<file path="src/rtl/uart_tx_unit_pkg.sv">
// Shared definitions for the buffered UART transmitter: FSM states,
// baud divisor helper and the idle line level.
package minisys_uart_pkg;

    typedef enum logic [2:0] {
        IDLE   = 3'd0,
        START  = 3'd1,
        DATA   = 3'd2,
        PARITY = 3'd3,
        STOP   = 3'd4
    } uart_state_e;

    localparam logic UART_IDLE_LVL = 1'b1;

    // Clocks per bit, rounded to nearest.
    function automatic int calc_div(input int clk_hz, input int baud);
        return (clk_hz + baud / 2) / baud;
    endfunction

endpackage

</file>
<file path="src/rtl/uart_tx_unit_if.sv">
// MMIO-side bundle of the UART transmitter: write strobe, status and pin.
// master = register block driving writes, slave = uart_tx_unit.
interface uart_tx_unit_if #(
    parameter int FIFO_DEPTH = 16
);
    localparam int CW = $clog2(FIFO_DEPTH) + 1;

    logic          tx_en;
    logic [7:0]    tx_data;
    logic          ovf_clr;
    logic [CW-1:0] fifo_count;
    logic          fifo_full;
    logic          fifo_empty;
    logic          tx_busy;
    logic          overflow;
    logic          tx_done_int;
    logic          uart_tx;

    modport master (
        output tx_en, tx_data, ovf_clr,
        input  fifo_count, fifo_full, fifo_empty, tx_busy, overflow, tx_done_int, uart_tx
    );

    modport slave (
        input  tx_en, tx_data, ovf_clr,
        output fifo_count, fifo_full, fifo_empty, tx_busy, overflow, tx_done_int, uart_tx
    );
endinterface

</file>
<file path="src/rtl/uart_tx_unit_baud_gen.sv">
// Bit timer: counts 0..DIV-1 and ticks on the last count of each bit.
// restart_i pins the count at 0 so the first bit after it is a full DIV.
module uart_baud_gen #(
    parameter int DIV = 10
) (
    input  logic clk,
    input  logic rst,
    input  logic restart_i,
    output logic bit_tick_o
);
    localparam int BW = (DIV > 2) ? $clog2(DIV) : 1;

    logic [BW-1:0] cnt_q, cnt_d;

    assign bit_tick_o = !restart_i && (cnt_q == BW'(DIV - 1));

    // Next count: hold at zero on restart, wrap after the last clock of a bit.
    always_comb begin
        cnt_d = cnt_q + BW'(1);
        if (restart_i || bit_tick_o)
            cnt_d = '0;
    end

    // Counter register.
    always_ff @(posedge clk) begin
        if (rst) cnt_q <= '0;
        else     cnt_q <= cnt_d;
    end
endmodule

</file>
<file path="src/rtl/uart_tx_unit.sv">
// Buffered UART transmitter: byte FIFO fed by MMIO writes, serialised
// 8N1 LSB first. Define UART_TX_PARITY_EN for 8E1 (even parity bit).
module uart_tx_unit
    import minisys_uart_pkg::*;
#(
    parameter int CLK_HZ     = 100_000_000,
    parameter int BAUD       = 115200,
    parameter int FIFO_DEPTH = 16
) (
    input logic           clk,
    input logic           rst,
    uart_tx_unit_if.slave bus
);
    localparam int DIV = calc_div(CLK_HZ, BAUD);
    localparam int AW  = $clog2(FIFO_DEPTH);
    localparam int CW  = AW + 1;

    // FIFO
    logic [7:0]    mem_q [FIFO_DEPTH];
    logic [AW-1:0] rd_q, wr_q;
    logic [CW-1:0] count_q, count_d;
    logic          full, empty, push, pop;

    // FSM / datapath
    uart_state_e   state_q, state_d;
    logic [2:0]    bit_idx_q, bit_idx_d;
    logic [7:0]    shreg_q, shreg_d;
    logic          line_d, uart_tx_q;
    logic          done_set, done_pend_q, tx_done_q;
    logic          ovf_q, ovf_set;
    logic          bit_tick;

    assign full    = (count_q == CW'(FIFO_DEPTH));
    assign empty   = (count_q == '0);
    // A full FIFO still accepts a write when the FSM pops on the same edge.
    assign push    = bus.tx_en && (!full || pop);
    assign ovf_set = bus.tx_en && full && !pop;

    uart_baud_gen #(.DIV(DIV)) u_baud (
        .clk        (clk),
        .rst        (rst),
        .restart_i  (state_q == IDLE),
        .bit_tick_o (bit_tick)
    );

    // Occupancy update from push/pop.
    always_comb begin
        count_d = count_q;
        case ({push, pop})
            2'b10:   count_d = count_q + CW'(1);
            2'b01:   count_d = count_q - CW'(1);
            default: count_d = count_q;
        endcase
    end

    // FIFO storage; contents need no reset, pointers/count guard validity.
    always_ff @(posedge clk) begin
        if (push) mem_q[wr_q] <= bus.tx_data;
    end

    // FIFO pointers and count.
    always_ff @(posedge clk) begin
        if (rst) begin
            rd_q    <= '0;
            wr_q    <= '0;
            count_q <= '0;
        end else begin
            if (push) wr_q <= wr_q + AW'(1);
            if (pop)  rd_q <= rd_q + AW'(1);
            count_q <= count_d;
        end
    end

    // Next state, pop request and line level for the current bit.
    always_comb begin
        state_d   = state_q;
        bit_idx_d = bit_idx_q;
        shreg_d   = shreg_q;
        pop       = 1'b0;
        done_set  = 1'b0;
        line_d    = UART_IDLE_LVL;
        case (state_q)
            IDLE: begin
                if (!empty) begin
                    pop     = 1'b1;
                    shreg_d = mem_q[rd_q];
                    state_d = START;
                end
            end
            START: begin
                line_d = 1'b0;
                if (bit_tick) begin
                    bit_idx_d = 3'd0;
                    state_d   = DATA;
                end
            end
            DATA: begin
                line_d = shreg_q[bit_idx_q];
                if (bit_tick) begin
                    bit_idx_d = bit_idx_q + 3'd1;
                    if (bit_idx_q == 3'd7) begin
`ifdef UART_TX_PARITY_EN
                        state_d = PARITY;
`else
                        state_d = STOP;
`endif
                    end
                end
            end
`ifdef UART_TX_PARITY_EN
            PARITY: begin
                line_d = ^shreg_q;
                if (bit_tick) state_d = STOP;
            end
`endif
            STOP: begin
                line_d = 1'b1;
                if (bit_tick) begin
                    // Chain straight into the next frame when more bytes wait.
                    if (!empty) begin
                        pop     = 1'b1;
                        shreg_d = mem_q[rd_q];
                        state_d = START;
                    end else begin
                        done_set = 1'b1;
                        state_d  = IDLE;
                    end
                end
            end
            default: state_d = IDLE;
        endcase
    end

    // FSM registers; pin and interrupt lag the state by one clock so the
    // pin is glitch-free and the interrupt lines up with the end of stop.
    always_ff @(posedge clk) begin
        if (rst) begin
            state_q     <= IDLE;
            bit_idx_q   <= '0;
            shreg_q     <= '0;
            uart_tx_q   <= UART_IDLE_LVL;
            done_pend_q <= 1'b0;
            tx_done_q   <= 1'b0;
        end else begin
            state_q     <= state_d;
            bit_idx_q   <= bit_idx_d;
            shreg_q     <= shreg_d;
            uart_tx_q   <= line_d;
            done_pend_q <= done_set;
            tx_done_q   <= done_pend_q;
        end
    end

    // Sticky overflow; a new drop outranks a same-cycle clear.
    always_ff @(posedge clk) begin
        if (rst)              ovf_q <= 1'b0;
        else if (ovf_set)     ovf_q <= 1'b1;
        else if (bus.ovf_clr) ovf_q <= 1'b0;
    end

    assign bus.fifo_count  = count_q;
    assign bus.fifo_full   = full;
    assign bus.fifo_empty  = empty;
    assign bus.tx_busy     = (state_q != IDLE);
    assign bus.overflow    = ovf_q;
    assign bus.tx_done_int = tx_done_q;
    assign bus.uart_tx     = uart_tx_q;
endmodule

</file>
<file path="src/flat_wrapper.sv">
// flat-port wrapper written by rule: the top's interface ports become plain ports
module uart_tx_unit_flat import minisys_uart_pkg::*;
#(
    parameter int CLK_HZ     = 100_000_000,
    parameter int BAUD       = 115200,
    parameter int FIFO_DEPTH = 16
)
  (clk, rst, bus_tx_en, bus_tx_data, bus_ovf_clr, bus_fifo_count, bus_fifo_full, bus_fifo_empty, bus_tx_busy, bus_overflow, bus_tx_done_int, bus_uart_tx);
  uart_tx_unit_if #(.FIFO_DEPTH(FIFO_DEPTH)) bus_i ();
  input logic clk;
  input logic rst;
  input wire logic [$bits(bus_i.tx_en)-1:0] bus_tx_en;
  input wire logic [$bits(bus_i.tx_data)-1:0] bus_tx_data;
  input wire logic [$bits(bus_i.ovf_clr)-1:0] bus_ovf_clr;
  output wire logic [$bits(bus_i.fifo_count)-1:0] bus_fifo_count;
  output wire logic [$bits(bus_i.fifo_full)-1:0] bus_fifo_full;
  output wire logic [$bits(bus_i.fifo_empty)-1:0] bus_fifo_empty;
  output wire logic [$bits(bus_i.tx_busy)-1:0] bus_tx_busy;
  output wire logic [$bits(bus_i.overflow)-1:0] bus_overflow;
  output wire logic [$bits(bus_i.tx_done_int)-1:0] bus_tx_done_int;
  output wire logic [$bits(bus_i.uart_tx)-1:0] bus_uart_tx;
  assign bus_i.tx_en = bus_tx_en;
  assign bus_i.tx_data = bus_tx_data;
  assign bus_i.ovf_clr = bus_ovf_clr;
  assign bus_fifo_count = bus_i.fifo_count;
  assign bus_fifo_full = bus_i.fifo_full;
  assign bus_fifo_empty = bus_i.fifo_empty;
  assign bus_tx_busy = bus_i.tx_busy;
  assign bus_overflow = bus_i.overflow;
  assign bus_tx_done_int = bus_i.tx_done_int;
  assign bus_uart_tx = bus_i.uart_tx;
  uart_tx_unit #(.CLK_HZ(CLK_HZ), .BAUD(BAUD), .FIFO_DEPTH(FIFO_DEPTH)) u_core (.clk(clk), .rst(rst), .bus(bus_i));
endmodule
</file>
<file path="config.mk">
export PLATFORM = sky130hd
export DESIGN_NAME = uart_tx_unit_flat
export DESIGN_NICKNAME = d
export VERILOG_FILES = /design/src/rtl/uart_tx_unit_pkg.sv /design/src/rtl/uart_tx_unit_if.sv /design/src/rtl/uart_tx_unit_baud_gen.sv /design/src/rtl/uart_tx_unit.sv /design/src/flat_wrapper.sv
export SDC_FILE = /design/constraint.sdc
export NUM_CORES = 1
export LEC_CHECK = 0
export ABC_AREA = 1
export CORE_AREA = 3 3 159 161
export CTS_CLUSTER_DIAMETER = 150
export DETAILED_ROUTE_END_ITERATION = 8
export DIE_AREA = 0 0 162 164
export SLEW_MARGIN = 20
export SYNTH_ARGS = -nofsm -noshare
export SYNTH_HDL_FRONTEND = slang
export SYNTH_SLANG_ARGS = --single-unit
</file>
<file path="constraint.sdc">
create_clock -name clk -period 2.2 [get_ports clk]
set_input_delay 0.44 -clock clk [delete_from_list [all_inputs] [get_ports clk]]
set_output_delay 0.44 -clock clk [all_outputs]
set_load 0.005 [all_outputs]
</file>
==> metrics, run 1 <==
Synth top area share=0.539; Layout area overhead=20.7%; data required time of the critical path=1.76 ns; total design power=9250 uW; Syn Nets=645; initial drt markers=358; area fraction in and, or, nand and nor cells after synthesis=0.128; number of distinct library cells after synthesis=39; overall track demand over capacity in global routing=0.122; arrival time at the worst endpoint=1.65 ns; die footprint=0.0266 mm^2; number of buffers inserted during clock tree synthesis=17; path class of the lowest-slack min-delay path=flop to flop; largest net degree at the start of global routing=65; xor/xnor cell area share of the yosys netlist=0.00245; via count of the first global-routing pass=4,496; Max IR drop VDD=0.571 mV; # nets final=695; count of mapped cells out of synthesis=623; wire length of the first global-routing pass=24.7 mm; DRC errors left=0; starting utilization of the core area=0.296; placement-stage cell area=0.00795 mm^2; utilization after layout=0.357; Setup crit start kind=flop; number of nets with antenna violations after detailed routing=0; die extent in y=164 um; maximum clock rate=0.478 GHz; register bit total from synthesis=173; worst skew pair latency=0.43 ns; max-slew violations=0; status=complete, no violations; fraction of layout instances using a drive strength above 1=0.151; combinational cell fraction of total power=0.262; crit path max fanout=4; sequential area share after synthesis=0.665; unrepaired setup endpoints after global routing=true; DR WL/cell=15.4 um; total number of yosys warnings=0; post-route clock skew=0.0114 ns; setup violators final=0; io pins=23; final setup slack of the worst path=0.107 ns; list of cells traversed by the critical path=nor2_2 > nand2_1 > nor2_4 > clkdlybuf4s50_1; horizontal die dimension=162 um; count of hold buffers inserted by post-cts repair=0; buffer cell driving the clock tree root=sky130_fd_sc_hd__clkbuf_16; average vias per placed instance=4.65; final instance area=0.00862 mm^2; transition time at the pin with the least slew margin=0.732 ns; reported max-cap violation count=0; Port Buffer Count=22; row count=57; switching fraction of total power=0.307; PD cells=1070 mW/mm^2; maximum clock path buffer count=2; post-synthesis cell type with the largest combined area=sky130_fd_sc_hd__edfxtp_1; antenna violations before repair=0; net switching power of the design=2840 uW; Final TNS setup=0 ns; Initial DRT Pass Iterations=4; Crit. End Element=output pin; buffers and inverters on the worst path=1; headroom to the max-slew limit=0.511; Clock Sinks=173; portion of netlist area occupied by mux cells=0.0238; routed vias=4,688; ranking of synthesized cells by area=sky130_fd_sc_hd__edfxtp_1, sky130_fd_sc_hd__dfxtp_1, sky130_fd_sc_hd__nor2_1; clock transition time at the flip-flop clock pins of the worst setup and hold paths=0.06 ns; slowest stage delay, CP=0.52 ns; grt total ovfl=0; placeable core area=0.0241 mm^2; Netlist Area Pre-Place=0.00714 mm^2; crit path time final=2.09 ns; HPWL after detailed placement=9.58 mm; worst slack at placement=0.0321 ns; crit path max-delay cell type=sky130_fd_sc_hd__clkdlybuf4s50_1; H-tree depth reported by CTS=4; antenna diode count=0; kind of critical path=flop to output pin; Clock power frac=0.321; RePlAce Congestion=0.772; leakage power summed over all cells=0.00293 uW; Filler cells=2,419; post-synthesis compound-gate area fraction=0.121; total detailed-routing wirelength=15.6 mm; part of the power in registers=0.417; cell family with the largest share of critical-path delay=buffers and inverters; count of final hold-check violations=0; mean instance size in the synthesized netlist=11.5 um^2; largest family of logic cells by synthesized area=simple AND/OR/NAND/NOR gates; clock tree from TritonCTS=yes; final clock period utilization by the worst path=0.952; internal power component=6410 uW; arithmetic-cell share of the synthesized area counting full adders, half adders and majority gates=0.0175
==> synthesized netlist by cell type <==
master,count
sky130_fd_sc_hd__a211oi_1,1
sky130_fd_sc_hd__a211oi_2,1
sky130_fd_sc_hd__a21oi_1,19
sky130_fd_sc_hd__a21oi_4,1
sky130_fd_sc_hd__a31o_2,1
sky130_fd_sc_hd__a31oi_1,9
sky130_fd_sc_hd__a41oi_1,1
sky130_fd_sc_hd__and3_1,1
sky130_fd_sc_hd__buf_1,6
sky130_fd_sc_hd__buf_2,5
sky130_fd_sc_hd__clkbuf_1,17
sky130_fd_sc_hd__dfxtp_1,45
sky130_fd_sc_hd__edfxtp_1,128
sky130_fd_sc_hd__ha_1,10
sky130_fd_sc_hd__inv_1,44
sky130_fd_sc_hd__inv_2,8
sky130_fd_sc_hd__mux2i_1,17
sky130_fd_sc_hd__nand2_1,45
sky130_fd_sc_hd__nand2_2,3
sky130_fd_sc_hd__nand2_4,2
sky130_fd_sc_hd__nand3_1,17
sky130_fd_sc_hd__nand3_2,1
sky130_fd_sc_hd__nand3_4,1
sky130_fd_sc_hd__nand4_1,5
sky130_fd_sc_hd__nor2_1,114
sky130_fd_sc_hd__nor2_2,2
sky130_fd_sc_hd__nor2_4,2
sky130_fd_sc_hd__nor3_1,11
sky130_fd_sc_hd__nor3b_1,1
sky130_fd_sc_hd__nor3b_2,1
sky130_fd_sc_hd__nor4_1,1
sky130_fd_sc_hd__o211ai_1,10
sky130_fd_sc_hd__o21ai_0,54
sky130_fd_sc_hd__o21ai_1,1
sky130_fd_sc_hd__o21bai_1,1
sky130_fd_sc_hd__o221ai_1,21
sky130_fd_sc_hd__o32ai_1,13
sky130_fd_sc_hd__or2_2,1
sky130_fd_sc_hd__xnor2_1,2
==> what timing repair did <==
action	in CTS	in global routing
endpoints found under the setup margin	1	45
pin swaps	0	5
buffers inserted	0	3
gates resized for setup	1	21
==> sequential cells by signal, summed over array words and instances (netlist names), named ones only <==
register / flops
u_core.done_pend_q: 1
u_core.bus.fifo_count: 5
u_core.wr_q: 4
u_core.bus.tx_done_int: 1
u_core.bus.uart_tx: 1
u_core.u_baud.cnt_q: 10
u_core.state_q: 3
u_core.mem_q: 128
u_core.bus.overflow: 1
u_core.shreg_q: 8
u_core.bit_idx_q: 3
u_core.rd_q: 4
==> final timing paths <==
kind	from	end	slack, ns	cells after the start
worst max register to register	u_core.u_baud.cnt_q[0]	u_core.mem_q[11][4]	0.15	12
worst min-delay path	u_core.done_pend_q	u_core.bus.tx_done_int	0.41	2
worst min register to register	u_core.done_pend_q	u_core.bus.tx_done_int	0.41	2
worst max-delay path	u_core.bus.fifo_count[1]	bus_fifo_full	0.11	4
==> kinds of logic after synthesis <==
family | Yosys count
AO/OA/AOI/OAI | 133
XOR/XNOR | 2
adder cells (fa/ha/maj) | 10
buffers and inverters | 80
flip-flops | 173
multiplexers | 17
AND/OR/NAND/NOR | 208
==> power by group through the flow <==
stage	Sequential (uW)	Combinational (uW)	Clock, uW
after floorplan	3890	1520	0
after global placement	3910	2380	0
after CTS	3850	2410	3030
after detailed placement	3910	2390	0
final	3860	2430	2970
after global routing	3880	2710	3180
==> layer usage <==
metal  wire [um]  vias up  global-route usage
met1        7360     2274               0.162
met2        7560       59               0.199
met5           0        -                   0
met3         459       14              0.0272
met4         183        0              0.0384
li1            -     2341                   -
==> stage by stage <==
step / hold slack, ns / std cells
3_5_place_dp: 0.401 / 975
2_1_floorplan: 0.388 / 623
5_1_grt: 0.433 / 1008
3_3_place_gp: 0.396 / 975
4_1_cts: 0.409 / 1005
6_report: 0.407 / 1008
==> placed cells by master (no fill, tap or decap), types with 10 or more instances in the layout <==
cell type                           n
sky130_fd_sc_hd__dfxtp_1           41
sky130_fd_sc_hd__inv_1             43
sky130_fd_sc_hd__o221ai_1          21
sky130_fd_sc_hd__clkdlybuf4s50_1   22
sky130_fd_sc_hd__clkbuf_16         17
sky130_fd_sc_hd__edfxtp_1         128
sky130_fd_sc_hd__o32ai_1           13
sky130_fd_sc_hd__o21ai_0           54
sky130_fd_sc_hd__buf_4             31
sky130_fd_sc_hd__nor2_1           107
sky130_fd_sc_hd__a21oi_1           19
sky130_fd_sc_hd__mux2i_1           17
sky130_fd_sc_hd__o211ai_1          10
sky130_fd_sc_hd__nor3_1            11
sky130_fd_sc_hd__nand3_1           16
sky130_fd_sc_hd__nand2_1           42
==> area by class of cell <==
| class | instances | area, um^2 | share of cell area |
|---|---|---|---|
| clock buffers | 19 | 433 | 0.0502 |
| inverters | 52 | 195 | 0.0227 |
| repair buffers | 59 | 547 | 0.0635 |
| clock inverters | 11 | 141 | 0.0164 |
| well taps | 324 | 405 | 0.0471 |
| flip-flops and latches | 173 | 4750 | 0.551 |
| multi-input cells | 370 | 2140 | 0.249 |
==> tightest hold or removal path: stages, from the launching register on <==
cell and delay, ns:
sky130_fd_sc_hd__dfxtp_1 0.30, sky130_fd_sc_hd__inv_1 0.04, sky130_fd_sc_hd__nor2_1 0.03
Power figures use the tool's default switching activity.
==> run 2, diff against run 1 <==
--- a/config.mk
+++ b/config.mk
@@ -7,7 +7,6 @@
 export LEC_CHECK = 0
 export ABC_AREA = 1
 export CORE_AREA = 3 3 159 161
-export CTS_CLUSTER_DIAMETER = 150
 export DETAILED_ROUTE_END_ITERATION = 8
 export DIE_AREA = 0 0 162 164
 export SLEW_MARGIN = 20
==> results of run 2 <==
No change in the layout: final DEF, timing and power equal those of run 1.
==> run 3, diff against run 2 <==
--- a/config.mk
+++ b/config.mk
@@ -9,7 +9,7 @@
 export CORE_AREA = 3 3 159 161
 export DETAILED_ROUTE_END_ITERATION = 8
 export DIE_AREA = 0 0 162 164
-export SLEW_MARGIN = 20
 export SYNTH_ARGS = -nofsm -noshare
 export SYNTH_HDL_FRONTEND = slang
+export SYNTH_HIERARCHICAL = 1
 export SYNTH_SLANG_ARGS = --single-unit
==> run 3 against run 2 <==
Clock power about the same. Critical path depth up 8. Via count up 2.2%. Sequential power up 3%. Clock skew down 0.0015 ns. Area after synthesis up 0.91%. First-iteration DRC count up 11%. Wire length up 3.4%. Register-to-register slack worse by 0.12 ns. Synthesized cell count down 0.16%. Highest routed layer unchanged.
==> metrics, run 3 <==
status=complete, no violations; part of the power in registers=0.401; headroom to the max-slew limit=0.552; Netlist Area Pre-Place=0.00720 mm^2; number of buffers inserted during clock tree synthesis=17; RePlAce Congestion=0.798; setup violators final=0; Setup crit start kind=flop; DR WL/cell=15.6 um; average vias per placed instance=4.65; Initial DRT Pass Iterations=5; area fraction in and, or, nand and nor cells after synthesis=0.126; Synth top area share=0.534; buffer cell driving the clock tree root=sky130_fd_sc_hd__clkbuf_16; starting utilization of the core area=0.299; H-tree depth reported by CTS=4; crit path time final=2.17 ns; via count of the first global-routing pass=4,615; post-route clock skew=0.00992 ns; total number of yosys warnings=6; portion of netlist area occupied by mux cells=0.0292; HPWL after detailed placement=10.5 mm; most frequent cells in the layout=sky130_fd_sc_hd__edfxtp_1, sky130_fd_sc_hd__nor2_1, sky130_fd_sc_hd__buf_4; Crit. End Element=flop; Port Buffer Count=22; max-slew violations=0; Layout area overhead=24.6%; internal power component=6470 uW; count of mapped cells out of synthesis=622; maximum clock path buffer count=2; mean instance size in the synthesized netlist=11.6 um^2; Max IR drop VDD=0.420 mV; commonest non-fill, non-tap cell in the layout=sky130_fd_sc_hd__edfxtp_1; number of flip-flops in the largest register=128; antenna diode count=0; row count=57; DRC errors left=0; reported max-cap violation count=0; leakage power summed over all cells=0.00310 uW; arithmetic-cell share of the synthesized area counting full adders, half adders and majority gates=0.0174; wire length of the first global-routing pass=25.4 mm; placement-stage cell area=0.00816 mm^2; io pins=23; maximum clock rate=0.462 GHz; number of flops mapped to enable cells by yosys=128; net switching power of the design=3440 uW; post-synthesis cell type with the largest combined area=sky130_fd_sc_hd__edfxtp_1; Clock Sinks=173; unrepaired setup endpoints after global routing=true; largest family of logic cells by synthesized area=simple AND/OR/NAND/NOR gates; initial drt markers=397; number of nets with antenna violations after detailed routing=0; Clock power frac=0.296; final clock period utilization by the worst path=0.985; placeable core area=0.0241 mm^2; horizontal die dimension=162 um; register bit total from synthesis=173; ranking of synthesized cells by area=sky130_fd_sc_hd__edfxtp_1, sky130_fd_sc_hd__dfxtp_1, sky130_fd_sc_hd__nor2_1; arrival time at the worst endpoint=2.30 ns; PD cells=1100 mW/mm^2; switching fraction of total power=0.347; data required time of the critical path=2.33 ns; antenna violations before repair=0; fraction of registers with async set or reset after synthesis=0; largest net degree at the start of global routing=65; largest register by flop count=u_core/mem_q; predominant post-synthesis flop cell=sky130_fd_sc_hd__edfxtp_1; utilization after layout=0.372; xor/xnor cell area share of the yosys netlist=0.00608; startpoint of the worst setup timing path=u_core/u_baud/cnt_q[0]; worst skew pair latency=0.43 ns; final instance area=0.00897 mm^2; overall track demand over capacity in global routing=0.124; total detailed-routing wirelength=16.1 mm; Syn Nets=644; post-synthesis compound-gate area fraction=0.119; path class of the lowest-slack min-delay path=flop to flop; die footprint=0.0266 mm^2; commonest cells in the synthesized netlist=sky130_fd_sc_hd__edfxtp_1, sky130_fd_sc_hd__nor2_1, sky130_fd_sc_hd__nand2_1; Top Registers=u_core/mem_q x128, u_core/u_baud/cnt_q x10, u_core/shreg_q x8; # nets final=716; fraction of layout instances using a drive strength above 1=0.218; reg-to-reg startpoint=u_core/u_baud/cnt_q[0]; clock tree from TritonCTS=yes; die extent in y=164 um; combinational cell fraction of total power=0.303; count of hold buffers inserted by post-cts repair=0; number of distinct library cells after synthesis=38; crit path max fanout=8; most frequent cell after synthesis=sky130_fd_sc_hd__edfxtp_1; kind of critical path=flop to flop; count of final hold-check violations=0; grt total ovfl=0; Min-Delay Startpoint=u_core/done_pend_q; sequential area share after synthesis=0.659; transition time at the pin with the least slew margin=0.669 ns; clock transition time at the flip-flop clock pins of the worst setup and hold paths=0.07 ns; routed vias=4,790
==> run 3: changes by cell type after synthesis, sizes merged, moves of 4 or more <==
cell,before,now
a31oi,9,1
nand3,19,28
o21ai,55,48
nand2,50,57
nor2,118,108
nor3,11,3
o21a,0,5
mux2i,17,21
a21oi,20,29
==> run 3: final cells by class <==
type,instances,area (um^2)
Clock buffer,17,425
Clock inverter,15,168
Fill cell,2331,15100
Inverter,53,199
Multi-Input combinational cell,369,2290
Sequential cell,173,4750
Tap cell,324,405
Timing Repair Buffer,80,734
==> run 3: cell families after synthesis <==
kind of cell,after synthesis
flops,173
mux,21
simple gates,201
buf+inv,80
compound gates,132
xor+xnor,5
fa+ha+maj,10
==> run 3: path summary, 6_finish.rpt <==
kind	slack, ns	to	cells past startpoint
worst min register to register	0.40	u_core/bus.tx_done_int	2
worst min-delay path	0.40	u_core/bus.tx_done_int	2
worst max-delay path	0.03	u_core/mem_q[8][6]	12
worst max register to register	0.03	u_core/mem_q[8][6]	12
==> run 3: stage by stage <==
| stage | hold slack (ns) | setup slack, ns | cells | total power [uW] | TNS (ns) |
|---|---|---|---|---|---|
| after floorplan | 0.388 | -0.0941 | 622 | 5810 | -8.73 |
| after global placement | 0.397 | -0.0182 | 990 | 6830 | -0.258 |
| after detailed placement | 0.394 | -0.0425 | 990 | 6860 | -2.18 |
| after CTS | 0.407 | -0.0204 | 1029 | 9870 | -0.372 |
| after global routing | 0.446 | -0.0769 | 1031 | 10500 | -2.38 |
| final | 0.405 | 0.0341 | 1031 | 9910 | 0 |
==> run 3: worst max-delay path: stages, from the launching register on <==
cell and delay, ns:
sky130_fd_sc_hd__dfxtp_2 0.36, sky130_fd_sc_hd__ha_4 0.15, sky130_fd_sc_hd__nand2_4 0.05, sky130_fd_sc_hd__nor2_4 0.07, sky130_fd_sc_hd__nand3_2 0.09, sky130_fd_sc_hd__nor2_4 0.13
sky130_fd_sc_hd__nor2_4 0.04, sky130_fd_sc_hd__nand2_4 0.07, sky130_fd_sc_hd__nand3_2 0.11, sky130_fd_sc_hd__a21oi_4 0.30, sky130_fd_sc_hd__nand2_2 0.18, sky130_fd_sc_hd__nor2_1 0.12
sky130_fd_sc_hd__buf_4 0.19
==> run 3: routing by layer <==
| layer | vias up | track usage | wire (um) |
|---|---|---|---|
| met5 | - | 0 | 0 |
| met4 | 0 | 0.0423 | 232 |
| met3 | 11 | 0.0242 | 651 |
| met2 | 103 | 0.207 | 7960 |
| met1 | 2303 | 0.162 | 7250 |
| li1 | 2373 | - | - |
==> run 3: power groups by stage <==
stage / sequential [uW] / clock [uW] / combinational (uW)
final: 3970 / 2940 / 3000
after detailed placement: 4020 / 0 / 2830
after CTS: 3960 / 3000 / 2900
after global placement: 4020 / 0 / 2820
after global routing: 4000 / 3140 / 3320
after floorplan: 3910 / 0 / 1900
==> run 3: what timing repair did <==
action,in CTS,in global routing
endpoints found under the setup margin,108,141
setup buffers,7,2
resized for setup,13,31
pin swaps,9,14
